**config.mk**
```make
export PLATFORM = sky130hd
export DESIGN_NAME = copy_token_splitter_flat
export DESIGN_NICKNAME = d
export VERILOG_FILES = /design/src/rtl/snappy_pkg.sv /design/src/rtl/copy_token_splitter_if.sv /design/src/rtl/chunk_min3.sv /design/src/rtl/copy_token_splitter.sv /design/src/flat_wrapper.sv
export SDC_FILE = /design/constraint.sdc
export NUM_CORES = 1
export LEC_CHECK = 0
export BUFFER_PORTS_ARGS = -buffer_cell sky130_fd_sc_hd__buf_2
export CAP_MARGIN = 10
export CORE_MARGIN = 2
export CORE_UTILIZATION = 62
export DETAILED_ROUTE_END_ITERATION = 10
export PLACE_DENSITY = 0.87
export SYNTH_ARGS = -nofsm -noshare
export SYNTH_HDL_FRONTEND = slang
export SYNTH_SLANG_ARGS = --single-unit
```
**constraint.sdc**
```tcl
create_clock -name clk -period 7.26 [get_ports clk]
set_input_delay 1.452 -clock clk [delete_from_list [all_inputs] [get_ports clk]]
set_output_delay 1.452 -clock clk [all_outputs]
set_load 0.01 [all_outputs]
```
**src/rtl/snappy_pkg.sv**
```systemverilog
// snappy_pkg: constants shared by the Snappy decompressor copy path.
//   - copy token layout (33 bits: eob, 16-bit offset, 16-bit length)
//   - maximum bytes per history-buffer copy command
//   - FSM state encoding for the copy token splitter
package snappy_pkg;

   localparam int TOKEN_W   = 33;
   localparam int OFF_W     = 16;
   localparam int LEN_W     = 16;
   localparam int EOB_BIT   = 32;
   localparam int OFF_MSB   = 31;
   localparam int OFF_LSB   = 16;
   localparam int LEN_MSB   = 15;
   localparam int LEN_LSB   = 0;
   localparam int MAX_CHUNK = 16;
   localparam int CHUNK_W   = 5;

   typedef logic [1:0] state_t;

   localparam state_t IDLE  = 2'd0;
   localparam state_t LOAD  = 2'd1;
   localparam state_t ISSUE = 2'd2;

   // A zero offset or zero length cannot describe a back-reference.
   function automatic logic token_malformed(input logic [OFF_W-1:0] off,
                                            input logic [LEN_W-1:0] len);
      return (off == {OFF_W{1'b0}}) || (len == {LEN_W{1'b0}});
   endfunction

endpackage

```
**src/rtl/copy_token_splitter_if.sv**
```systemverilog
// copy_token_splitter_if: valid/ready copy command bus into the copy engine.
//   cmd_valid/cmd_ready        handshake
//   cmd_offset                 back-reference distance in bytes
//   cmd_pos                    byte index of the chunk inside its token
//   cmd_len                    chunk byte count (1..MAX_CHUNK)
//   cmd_last / cmd_eob         final chunk of token / of end-of-block token
// master = command producer (splitter), slave = copy engine.
interface copy_token_splitter_if;
   import snappy_pkg::*;

   logic               cmd_valid;
   logic               cmd_ready;
   logic [OFF_W-1:0]   cmd_offset;
   logic [LEN_W-1:0]   cmd_pos;
   logic [CHUNK_W-1:0] cmd_len;
   logic               cmd_last;
   logic               cmd_eob;

   modport master (
      output cmd_valid, cmd_offset, cmd_pos, cmd_len, cmd_last, cmd_eob,
      input  cmd_ready
   );

   modport slave (
      input  cmd_valid, cmd_offset, cmd_pos, cmd_len, cmd_last, cmd_eob,
      output cmd_ready
   );

endinterface

```
**src/rtl/chunk_min3.sv**
```systemverilog
// chunk_min3: combinational three-way unsigned minimum.
//   a, b, c : W-bit unsigned operands
//   y       : min(a, b, c)
// Used to size a copy chunk as min(remaining, MAX_CHUNK, offset).
module chunk_min3 #(
   parameter int W = 16
) (
   input  logic [W-1:0] a,
   input  logic [W-1:0] b,
   input  logic [W-1:0] c,
   output logic [W-1:0] y
);

   logic [W-1:0] ab_s;

   // Pairwise minimum, then against the third operand.
   always_comb begin
      ab_s = a;
      y    = a;
      if (b < a) begin
         ab_s = b;
      end else begin
         ab_s = a;
      end
      if (c < ab_s) begin
         y = c;
      end else begin
         y = ab_s;
      end
   end

endmodule

```
**src/rtl/copy_token_splitter.sv**
```systemverilog
// copy_token_splitter: pops copy tokens from the parser FIFO and splits each
// into history-buffer copy commands no longer than MAX_CHUNK and no longer
// than the copy offset, so overlapping copies only read already-written bytes.
//   clk, rst_n      clock, asynchronous active-low reset
//   fifo_empty      token FIFO empty
//   fifo_dout       token FIFO data, valid the cycle after fifo_rd_en
//   fifo_rd_en      token FIFO pop
//   cmd             copy command bus (master side)
//   busy            token held or in flight
//   err             sticky malformed-token flag
module copy_token_splitter
   import snappy_pkg::*;
(
   input  logic                  clk,
   input  logic                  rst_n,
   input  logic                  fifo_empty,
   input  logic [TOKEN_W-1:0]    fifo_dout,
   output logic                  fifo_rd_en,
   copy_token_splitter_if.master cmd,
   output logic                  busy,
   output logic                  err
);

   localparam logic [LEN_W-1:0] MAX_CHUNK_L = LEN_W'(MAX_CHUNK);

   state_t           state_r;
   logic [OFF_W-1:0] off_r;
   logic [LEN_W-1:0] rem_r;
   logic [LEN_W-1:0] pos_r;
   logic             eob_r;
   logic             err_r;
   logic [LEN_W-1:0] chunk_s;
   logic             last_s;

   chunk_min3 #(.W(LEN_W)) u_min3 (
      .a (rem_r),
      .b (MAX_CHUNK_L),
      .c (off_r),
      .y (chunk_s)
   );

   assign last_s = (rem_r == chunk_s);
   assign busy   = (state_r != IDLE);
   assign err    = err_r;

   // FIFO pop and command bus drive; pop is held off while reset is asserted
   // so no token is consumed that the FSM would not capture.
   always_comb begin
      fifo_rd_en     = 1'b0;
      cmd.cmd_valid  = 1'b0;
      cmd.cmd_offset = {OFF_W{1'b0}};
      cmd.cmd_pos    = {LEN_W{1'b0}};
      cmd.cmd_len    = {CHUNK_W{1'b0}};
      cmd.cmd_last   = 1'b0;
      cmd.cmd_eob    = 1'b0;
      if ((state_r == IDLE) && rst_n) begin
         fifo_rd_en = !fifo_empty;
      end else begin
         fifo_rd_en = 1'b0;
      end
      if (state_r == ISSUE) begin
         cmd.cmd_valid  = 1'b1;
         cmd.cmd_offset = off_r;
         cmd.cmd_pos    = pos_r;
         cmd.cmd_len    = chunk_s[CHUNK_W-1:0];
         cmd.cmd_last   = last_s;
         cmd.cmd_eob    = eob_r & last_s;
      end else begin
         cmd.cmd_valid  = 1'b0;
      end
   end

   // Token FSM: pop in IDLE, capture in LOAD, emit chunks in ISSUE.
   always_ff @(posedge clk or negedge rst_n) begin
      if (!rst_n) begin
         state_r <= IDLE;
         off_r   <= {OFF_W{1'b0}};
         rem_r   <= {LEN_W{1'b0}};
         pos_r   <= {LEN_W{1'b0}};
         eob_r   <= 1'b0;
         err_r   <= 1'b0;
      end else begin
         case (state_r)
            IDLE: begin
               if (!fifo_empty) begin
                  state_r <= LOAD;
               end else begin
                  state_r <= IDLE;
               end
            end
            LOAD: begin
               off_r <= fifo_dout[OFF_MSB:OFF_LSB];
               rem_r <= fifo_dout[LEN_MSB:LEN_LSB];
               eob_r <= fifo_dout[EOB_BIT];
               pos_r <= {LEN_W{1'b0}};
               if (token_malformed(fifo_dout[OFF_MSB:OFF_LSB],
                                   fifo_dout[LEN_MSB:LEN_LSB])) begin
                  err_r   <= 1'b1;
                  state_r <= IDLE;
               end else begin
                  state_r <= ISSUE;
               end
            end
            ISSUE: begin
               if (cmd.cmd_ready) begin
                  pos_r <= pos_r + chunk_s;
                  rem_r <= rem_r - chunk_s;
                  if (last_s) begin
                     state_r <= IDLE;
                  end else begin
                     state_r <= ISSUE;
                  end
               end else begin
                  state_r <= ISSUE;
               end
            end
            default: begin
               state_r <= IDLE;
            end
         endcase
      end
   end

endmodule

```
**src/flat_wrapper.sv**
```systemverilog
// flat-port wrapper written by rule: the top's interface ports become plain ports
module copy_token_splitter_flat import snappy_pkg::*;
  (clk, rst_n, fifo_empty, fifo_dout, fifo_rd_en, busy, err, cmd_cmd_valid, cmd_cmd_offset, cmd_cmd_pos, cmd_cmd_len, cmd_cmd_last, cmd_cmd_eob, cmd_cmd_ready);
  copy_token_splitter_if cmd_i ();
  input  logic clk;
  input  logic rst_n;
  input  logic fifo_empty;
  input  logic [TOKEN_W-1:0] fifo_dout;
  output logic fifo_rd_en;
  output logic busy;
  output logic err;
  output wire logic [$bits(cmd_i.cmd_valid)-1:0] cmd_cmd_valid;
  output wire logic [$bits(cmd_i.cmd_offset)-1:0] cmd_cmd_offset;
  output wire logic [$bits(cmd_i.cmd_pos)-1:0] cmd_cmd_pos;
  output wire logic [$bits(cmd_i.cmd_len)-1:0] cmd_cmd_len;
  output wire logic [$bits(cmd_i.cmd_last)-1:0] cmd_cmd_last;
  output wire logic [$bits(cmd_i.cmd_eob)-1:0] cmd_cmd_eob;
  input wire logic [$bits(cmd_i.cmd_ready)-1:0] cmd_cmd_ready;
  assign cmd_cmd_valid = cmd_i.cmd_valid;
  assign cmd_cmd_offset = cmd_i.cmd_offset;
  assign cmd_cmd_pos = cmd_i.cmd_pos;
  assign cmd_cmd_len = cmd_i.cmd_len;
  assign cmd_cmd_last = cmd_i.cmd_last;
  assign cmd_cmd_eob = cmd_i.cmd_eob;
  assign cmd_i.cmd_ready = cmd_cmd_ready;
  copy_token_splitter u_core (.clk(clk), .rst_n(rst_n), .fifo_empty(fifo_empty), .fifo_dout(fifo_dout), .fifo_rd_en(fifo_rd_en), .cmd(cmd_i), .busy(busy), .err(err));
endmodule
```
[Word level (Yosys, flattened, before mapping)]
Index checks and enable logic that the tools add are counted.
Word-level totals
  output and inout port bits: 43
  bits in registers: 52
  word-level logic and storage cells: 43
  bits of input ports: 37
Operators by class
  equal/unequal tests: 4
  reductions and logical operators: 10
  multiplexer cells: 18
  $lt $le $gt $ge: 2
  bitwise logic cells: 1
  add/subtract/negate cells: 2
Operator list (count)
  two-way mux 16 bit: 6
  one-hot mux 16 bit (2 select lines): 2
  zero test 16 bit: 2
  adder 16 bit: 1
  == test 16 bit: 1
  less-than comparator 16 bit: 1
  less-than comparator 5 x 16 -> 1 bit, first input constant: 1
  subtractor 16 bit: 1
  two-way mux 2 bit: 3
  one-hot mux 2 bit (3 select lines): 1
  two-way mux 1 bit: 5
  two-way mux 5 bit: 1
  AND reduction 2 bit: 2
  nonzero test 2 bit: 2
  == test 2 x 1 -> 1 bit, second input constant: 1
  == test 2 bit, second input constant: 1
  zero test 2 bit: 1
  inequality test 2 bit, second input constant: 1
  bitwise AND 1 bit: 1
  logical AND 1 bit: 1
  zero test 1 bit: 1
  logical OR 1 bit: 1

[Depth between registers and ports, before layout]
Gate-level depths: netlist of run 1.
  word-level depth: 8
  depth in mapped cells: 22
  gate-level depth less buffers: 20

[Modules after synthesis]
From an unflattened synthesis of run 1, not the netlist that was laid out.
Unflattened totals
  cells, all modules: 654
  area, all modules: 5316.3 um^2
By module, submodules not included
  copy_token_splitter: area each 4140.2 um^2, sequential area each 1301.2 um^2, instances 1, cells an instance 508
  chunk_min3: area each 1176.1 um^2, sequential area each 0.0 um^2, instances 1, cells an instance 146

[Worst setup path after synthesis of run 1]
OpenSTA, ideal clock, no wires.
  path kind: reg-to-output
  start point: register u_core.rem_r[15]
  end point: output port cmd_cmd_eob
  data arrival time: 3694 ps
  cell stages (with the launch flop): 19
  setup slack: 2114 ps
  data required time: 5808 ps
  buffers on the path: 2
  cells stage by stage: dfrtp_1 -> nor4_2 -> and3_1 -> clkbuf_1 -> nand2_1 -> ha_1 -> a21oi_1 -> a21oi_1 -> a211oi_2 -> o21ai_2 -> a21boi_4 -> buf_6 -> and2_1 -> inv_2 -> ha_1 -> and2_1 -> nand3_1 -> nor4_1 -> and4_1
On the way
  word-level cells in the longest chain between the ends: 7
RTL lines
  start: declaration: line copy_token_splitter.sv:28  | logic [LEN_W-1:0] rem_r;
  start signal: assignment: line copy_token_splitter.sv:78  | rem_r <= {LEN_W{1'b0}};
  start signal: assignment: line copy_token_splitter.sv:93  | rem_r <= fifo_dout[LEN_MSB:LEN_LSB];
  start signal: assignment: line copy_token_splitter.sv:107  | rem_r <= rem_r - chunk_s;
  less-than comparator 5 x 16 -> 1 bit: line chunk_min3.sv:20  | if (b < a) begin
  two-way mux 16 bit: line chunk_min3.sv:20
  less-than comparator 16 bit: line chunk_min3.sv:25  | if (c < ab_s) begin
  two-way mux 16 bit: line chunk_min3.sv:25
  == test 16 bit (*): line copy_token_splitter.sv:42  | assign last_s = (rem_r == chunk_s);
  bitwise AND 1 bit (*): line copy_token_splitter.sv:67  | cmd.cmd_eob = eob_r & last_s;
  two-way mux 1 bit (*): line copy_token_splitter.sv:61  | if (state_r == ISSUE) begin
  end: declaration: line flat_wrapper.sv:17  | output wire logic [$bits(cmd_i.cmd_eob)-1:0] cmd_cmd_eob;
Every way passes the cells marked *; elsewhere a longest branch is shown, timed or not.

[Worst setup path after layout of run 1]
  start point: register u_core.rem_r[9]
  end point: output port cmd_cmd_eob
The elaborated chain is that of the path after synthesis.

==> impl_metrics.ini, run 1 <==
[outcome]
outcome = finished, final reports clean

[setup_path]
worst-setup-path-type = flop to output port
arrival_ns = 4.97
kind_of_start_point_of_the_critical_path = flop
cp_top_family = simple AND/OR/NAND/NOR gates
worst-endpoint-required_ns = 5.81
timing.critical_path.slowest_cell_delay_ns = 0.53
crit_chain = nor4_1, and3_1, nand2_1, ha_1, a21oi_1, a21oi_1, a211oi_2, o21ai_2, a21boi_4, and2_1, inv_2, ha_1, and2_1, nand3_1, nor4_1, and4_1, buf_2
timing.critical_path.buf_inv = 2
timing.critical_path.to_type = output port
cp_max_fo = 16
cp_slowest_cell = nor4_1

[floorplanning]
pin_count = 80
floorplan.die.height_um = 89.49
die-area_um2 = 8008
core_area_um2 = 7176
starting_density_of_the_core = 0.6314
chipWidth_um = 89.49
fp-row-count = 31

[sta]
setup_viol_count_final = 0
tightest_slew_ns = 1.109
slew-limit-headroom = 0.2590
min_period_ns = 6.419
grt_setup_unrepaired = no
hold_violations = 0
tns_ns = 0
max_freq_mhz = 155.8
final.setup_skew_ns = 0.01266
report.final.slew_viol_count = 0
post-route-worst-setup-slack_ns = 0.8415
final_min_period_over_clock_period = 0.8841
hold_slack_ns = 0.4861

[routing]
avgViaCountPerCell = 5.993
first_iter_violations = 240
num_vias = 4429
drt.antenna.violating_nets = 0
route.detailed.wl_per_inst_um = 16.86
wl_mm = 12.46
dr.pass1.iters = 5
drc = 0

[global_routing]
grt_usage = 0.3180
first_global_vias = 4027
grt_start_max_net_pins = 54
globalRouteOverflowTotal = 0
grt_first_pass_wirelength_mm = 19.70
grt_antenna_before_repair = 0

[power]
cellLeakagePower_nw = 2.664
post-layout-total-power_mw = 2.646
powerDensity_nw_per_um2 = 514.4
vdd_drop_max_mv = 0.2509

[cts]
clock_latency_ns = 0.32
cts_tree = yes
clock_root_buffer = clkbuf_8
holdBufCountCts = 0
cts.clk_slew.worst_paths_ns = 0.11
cts_resized = 0
clock-sinks = 52
max-clock-path-buffers = 2
cts_buffers = 5
post_cts_buffers = 0
ctsHtreeMaxLevel = 2

[hold_path]
holdCritPathClass = flop to flop

[synthesis]
synth.yosys.warnings = 0
yosys-mux-area-fraction = 0.02983
synth.yosys.seq_area_share = 0.2872
synth_top_family_by_area = simple AND/OR/NAND/NOR gates
yosys.area_share.adder = 0.1414
synth_area_um2 = 4531
synth-compound-area-share = 0.1952
netlist_instances = 560
synth.distinct_cells = 61
synth-edff-count = 0
synth_top_flop_cell = dfrtp_1
postSynthRegisterBits = 52
synth_xor_area_frac = 0.03673
synth_simple_gate_area_share = 0.2613
postSynth.asyncResetShare = 1.000
postSynthAreaPerCell_um2 = 8.090

[final_layout]
final_net_count = 726
post_layout_util = 0.7168
drive_above_1_share = 0.1828
layout.filler_cells = 606
area.growth.synth_to_final_pct = 13.53
insertedDiodeCount = 0

[place]
io_buffer_count = 79
gp_routability_congestion = 0.9662
detailedPlace.worstSlack_ns = 1.267
dp_hpwl_mm = 9.541

[job]
drv_cap = 0
## synthesized netlist by cell type (9+ instances only)
| cell | count | area, um^2 |
|---|---|---|
| nand2_1 | 90 | 337.8 |
| dfrtp_1 | 52 | 1301 |
| ha_1 | 48 | 600.6 |
| and2_1 | 45 | 281.5 |
| a21oi_1 | 35 | 175.2 |
| o21ai_0 | 32 | 160.2 |
| nor2_1 | 26 | 97.59 |
| inv_1 | 24 | 90.09 |
| nand3_1 | 22 | 110.1 |
| clkbuf_1 | 19 | 71.32 |
| xnor2_1 | 14 | 122.6 |
| inv_2 | 10 | 37.54 |
| nor4_1 | 10 | 62.56 |
| mux2i_1 | 9 | 90.09 |
| o21a_1 | 9 | 67.56 |
## registers in the layout, indices dropped and copies added (netlist names)
name / cells
u_core.rem_r: 16
u_core.off_r: 16
u_core.err: 1
u_core.state_r: 2
u_core.pos_r: 16
u_core.eob_r: 1
## metrics by stage
stage          area (um^2)  std cells
2_1_floorplan         4568        570
3_5_place_dp          5022        730
4_1_cts               5116        738
3_3_place_gp          5022        730
6_report              5144        739
5_1_grt               5144        739
## worst paths after layout
kind                                 startpoint  slack [ns]  cells past startpoint          endpoint
worst max-delay path            u_core.rem_r[9]        0.84                     17       cmd_cmd_eob
worst min-delay path                 u_core.err        0.49                      1        u_core.err
worst max register to register  u_core.rem_r[9]        1.52                     19  u_core.pos_r[15]
worst min register to register       u_core.err        0.49                      1        u_core.err
max in group asynchronous                 rst_n        5.53                      2  u_core.pos_r[13]
min in group asynchronous                 rst_n        1.24                      2   u_core.pos_r[4]
## area by class of cell
type                       count  area (um^2)  area share
multi-input combinational    463         3052      0.5933
sequential                    52         1301      0.2530
timing repair buffer          83        445.4     0.08660
inverter                      34        127.6     0.02481
tap                           99        123.9     0.02408
clock buffer                   7        86.33     0.01678
clock inverter                 1        7.507    0.001459
## logic make-up (layout without fill, tap and decap cells)
kind of cell,after synthesis,in the layout
XOR/XNOR,19,19
adder cells (fa/ha/maj),50,50
multiplexers,13,13
flip-flops,52,52
other,1,11
AO/OA/AOI/OAI,134,134
AND/OR/NAND/NOR,236,236
buffers and inverters,55,125
## placed cells by master, fill, tap and decap left out, types with 5 or more instances in the layout
| cell type | n |
|---|---|
| a21oi_1 | 35 |
| ha_1 | 48 |
| o22ai_1 | 8 |
| o21a_1 | 9 |
| a21o_1 | 8 |
| mux2i_1 | 9 |
| and2_1 | 45 |
| inv_1 | 24 |
| conb_1 | 11 |
| nand2_1 | 90 |
| nand3_1 | 22 |
| nand2b_1 | 5 |
| dfrtp_1 | 52 |
| inv_2 | 10 |
| o21ai_0 | 32 |
| xor2_1 | 5 |
| xnor2_1 | 14 |
| clkbuf_8 | 6 |
| nor2_1 | 26 |
| buf_2 | 79 |
| nor2b_1 | 6 |
| nor4_1 | 10 |
| nand4_1 | 5 |
| nor3_1 | 8 |
## where the power goes
part | switching, mW | total, mW | leakage (nW) | internal, mW
clock | 0.105 | 0.183 | 0.0445 | 0.0779
combinational | 1.07 | 1.87 | 1.97 | 0.797
sequential | 0.176 | 0.596 | 0.649 | 0.420
total | 1.35 | 2.65 | 2.66 | 1.30
## metal layers
metal  share of wire  vias up  track usage
li1                -     2112            -
met1            0.44     2102       0.4380
met2            0.47      196       0.5367
met3           0.067       19      0.03047
met4           0.016        0      0.08141
met5               0        -            0
Power figures use the tool's default switching activity.
==> run 2, diff against run 1 <==
--- a/config.mk
+++ b/config.mk
@@ -8,9 +8,10 @@
 export BUFFER_PORTS_ARGS = -buffer_cell sky130_fd_sc_hd__buf_2
 export CAP_MARGIN = 10
 export CORE_MARGIN = 2
-export CORE_UTILIZATION = 62
+export CORE_UTILIZATION = 63
 export DETAILED_ROUTE_END_ITERATION = 10
 export PLACE_DENSITY = 0.87
 export SYNTH_ARGS = -nofsm -noshare
 export SYNTH_HDL_FRONTEND = slang
+export SYNTH_HIERARCHICAL = 1
 export SYNTH_SLANG_ARGS = --single-unit
==> run 2 against run 1 <==
Sequential cell count unchanged. Register-to-register slack worse by 0.44 ns. Worst hold slack worse by 0.0052 ns. Worst setup slack worse by 0.79 ns. Area after synthesis up 17%. First-iteration DRC count up 91%.
==> impl_metrics.ini, run 2 <==
[cts]
holdBufCountCts = 0
cts_tree = yes
cts_buffers = 5
ctsHtreeMaxLevel = 2
max-clock-path-buffers = 2
clock_root_buffer = clkbuf_8
cts.clk_slew.worst_paths_ns = 0.11
clock-sinks = 52
clock_latency_ns = 0.32

[final_layout]
area.growth.synth_to_final_pct = 24.69
insertedDiodeCount = 0
drive_above_1_share = 0.2357
final_net_count = 900
mostFrequentLayoutCell = nand2_1
layout.filler_cells = 546
reg_top3 = u_core/off_r: 16 flops, u_core/pos_r: 16 flops, u_core/rem_r: 16 flops
commonest_cells_after_routing_fill_and_taps_aside = nand2_1, buf_2, ha_1
instances_no_fill = 907
post_layout_util = 0.8068

[place]
post-place-cells = 878
gp_routability_congestion = 0.9542
detailedPlace.worstSlack_ns = -0.1136
dp_hpwl_mm = 11.87
io_buffer_count = 79

[setup_path]
cp_max_fo = 8
critPathMostFrequentCell = ha_1
r2r_setup_slack_ns = 1.08
timing.critical_path.buf_inv = 5
crit_chain = inv_1, ha_1, nand4_1, or4_4, o32a_4, nand2_8, mux2i_2, ha_1, a21o_1, a21o_1, a2111oi_4, o211ai_1, a211o_4, buf_6, mux2i_2, inv_1, ha_1, nand4_1, nor4_2, buf_4, and3_1, buf_2
kind_of_start_point_of_the_critical_path = flop
timing.critical_path.slowest_cell_delay_ns = 0.55
worst-setup-path-type = flop to output port
r2r_start = u_core/rem_r[11]
cp_top_family = compound AO/OA/AOI/OAI gates
arrival_ns = 5.76
critical_path.reg2reg.endpoint = u_core/pos_r[15]
worst-endpoint-required_ns = 5.81
timing.critical_path.to_type = output port
cp_slowest_cell = or4_4
worst_r2r_path_depth = 24

[synthesis]
postSynthAreaPerCell_um2 = 8.129
post_synth_main_area_contributors = dfrtp_1, ha_1, mux2i_1
yosys-mux-area-fraction = 0.08214
synth.distinct_cells = 71
synth_top_family_by_area = simple AND/OR/NAND/NOR gates
postSynthRegisterBits = 52
synth-compound-area-share = 0.2095
synth_xor_area_frac = 0.02142
synth.most_common_cell = nand2_1
yosys.area_share.adder = 0.1487
synth_top_flop_cell = dfrtp_1
synth-edff-count = 0
netlist_instances = 654
netlist_top_cells_count = nand2_1, ha_1, inv_1, dfrtp_1
synth.yosys.seq_area_share = 0.2448
synth_simple_gate_area_share = 0.2311
synth.yosys.warnings = 6
synth_area_um2 = 5316
postSynth.asyncResetShare = 1.000
post-synth-top-area-cell = dfrtp_1
yosys.area.top_type_share = 0.2448

[global_routing]
grt_antenna_before_repair = 0
globalRouteOverflowTotal = 0
first_global_vias = 5178
grt_usage = 0.3442
grt_start_max_net_pins = 54
grt_first_pass_wirelength_mm = 24.47

[sta]
max_freq_mhz = 138.7
final.setup_skew_ns = 0.01019
hold_slack_ns = 0.4809
report.final.slew_viol_count = 0
min_period_ns = 7.208
hold_violations = 0
final_min_period_over_clock_period = 0.9928
post-route-worst-setup-slack_ns = 0.05228
setup_viol_count_final = 0
tightest_slew_ns = 0.9370
slew-limit-headroom = 0.3740

[routing]
dr.pass1.iters = 7
route.detailed.wl_per_inst_um = 18.90
num_vias = 5737
drc = 0
wl_mm = 17.14
drt.antenna.violating_nets = 0
first_iter_violations = 459
avgViaCountPerCell = 6.325

[floorplanning]
pin_count = 80
starting_density_of_the_core = 0.6470
die-area_um2 = 9189
floorplan.die.height_um = 95.86
chipWidth_um = 95.86
core_area_um2 = 8217
fp-row-count = 33

[hold_path]
holdCritPathClass = flop to flop
startpoint_of_the_most_critical_hold_path = u_core/err
worst_hold_path.endpoint = u_core/err
worst_hold_path.num_cells = 1

[outcome]
outcome = finished, final reports clean

[job]
drv_cap = 0
## run 2: worst max-delay path by stage
stage                startpoint          end  slack [ns]  cells past startpoint
2_1_floorplan  u_core/rem_r[15]  cmd_cmd_eob        0.35                     24
3_3_place_gp   u_core/rem_r[13]  cmd_cmd_eob        0.11                     23
3_5_place_dp   u_core/rem_r[13]  cmd_cmd_eob       -0.11                     23
4_1_cts        u_core/rem_r[13]  cmd_cmd_eob        0.04                     22
5_1_grt        u_core/rem_r[11]  cmd_cmd_eob       -0.10                     23
6_report       u_core/rem_r[11]  cmd_cmd_eob        0.05                     22
## run 2: logic make-up (layout without fill, tap and decap cells)
logic type | Yosys count | in the layout
DFF | 52 | 52
AOI/OAI and AO/OA | 162 | 163
buffers and inverters | 79 | 193
adders and majority gates | 62 | 62
other | 2 | 33
muxes | 43 | 43
xor gates and xnor gates | 13 | 13
and+or+nand+nor | 241 | 243
## run 2: layout make-up
| type | count | area [um^2] | area share |
|---|---|---|---|
| Tap cell | 105 | 131.4 | 0.01982 |
| Multi-Input combinational cell | 557 | 4104 | 0.6191 |
| Inverter | 54 | 202.7 | 0.03058 |
| Clock inverter | 3 | 26.28 | 0.003964 |
| Timing Repair Buffer | 131 | 789.5 | 0.1191 |
| Clock buffer | 5 | 68.82 | 0.01038 |
| Sequential cell | 52 | 1306 | 0.1971 |
## run 2: stage by stage
step	cell area, um^2	TNS (ns)
4_1_cts	6243	0
3_5_place_dp	6098	-0.1959
3_3_place_gp	6098	0
2_1_floorplan	5433	0
5_1_grt	6629	-0.1710
6_report	6629	0
## run 2: metal layers
metal	vias to the layer above	track usage	routed length [um]
met5	-	0	0
met1	2692	0.4295	6683
li1	2618	-	-
met4	0	0.1381	661
met3	74	0.04229	1435
met2	353	0.6026	8357
## run 2: timing repair
action,CTS,global route
pin swaps,0,8
endpoints found under the setup margin,2,2
buffers inserted,0,18
resized for setup,10,45
cloned,2,1
Power of run 2 is not shown: default switching activity piles up to over one toggle a cycle in this logic, so the estimate is an artifact.
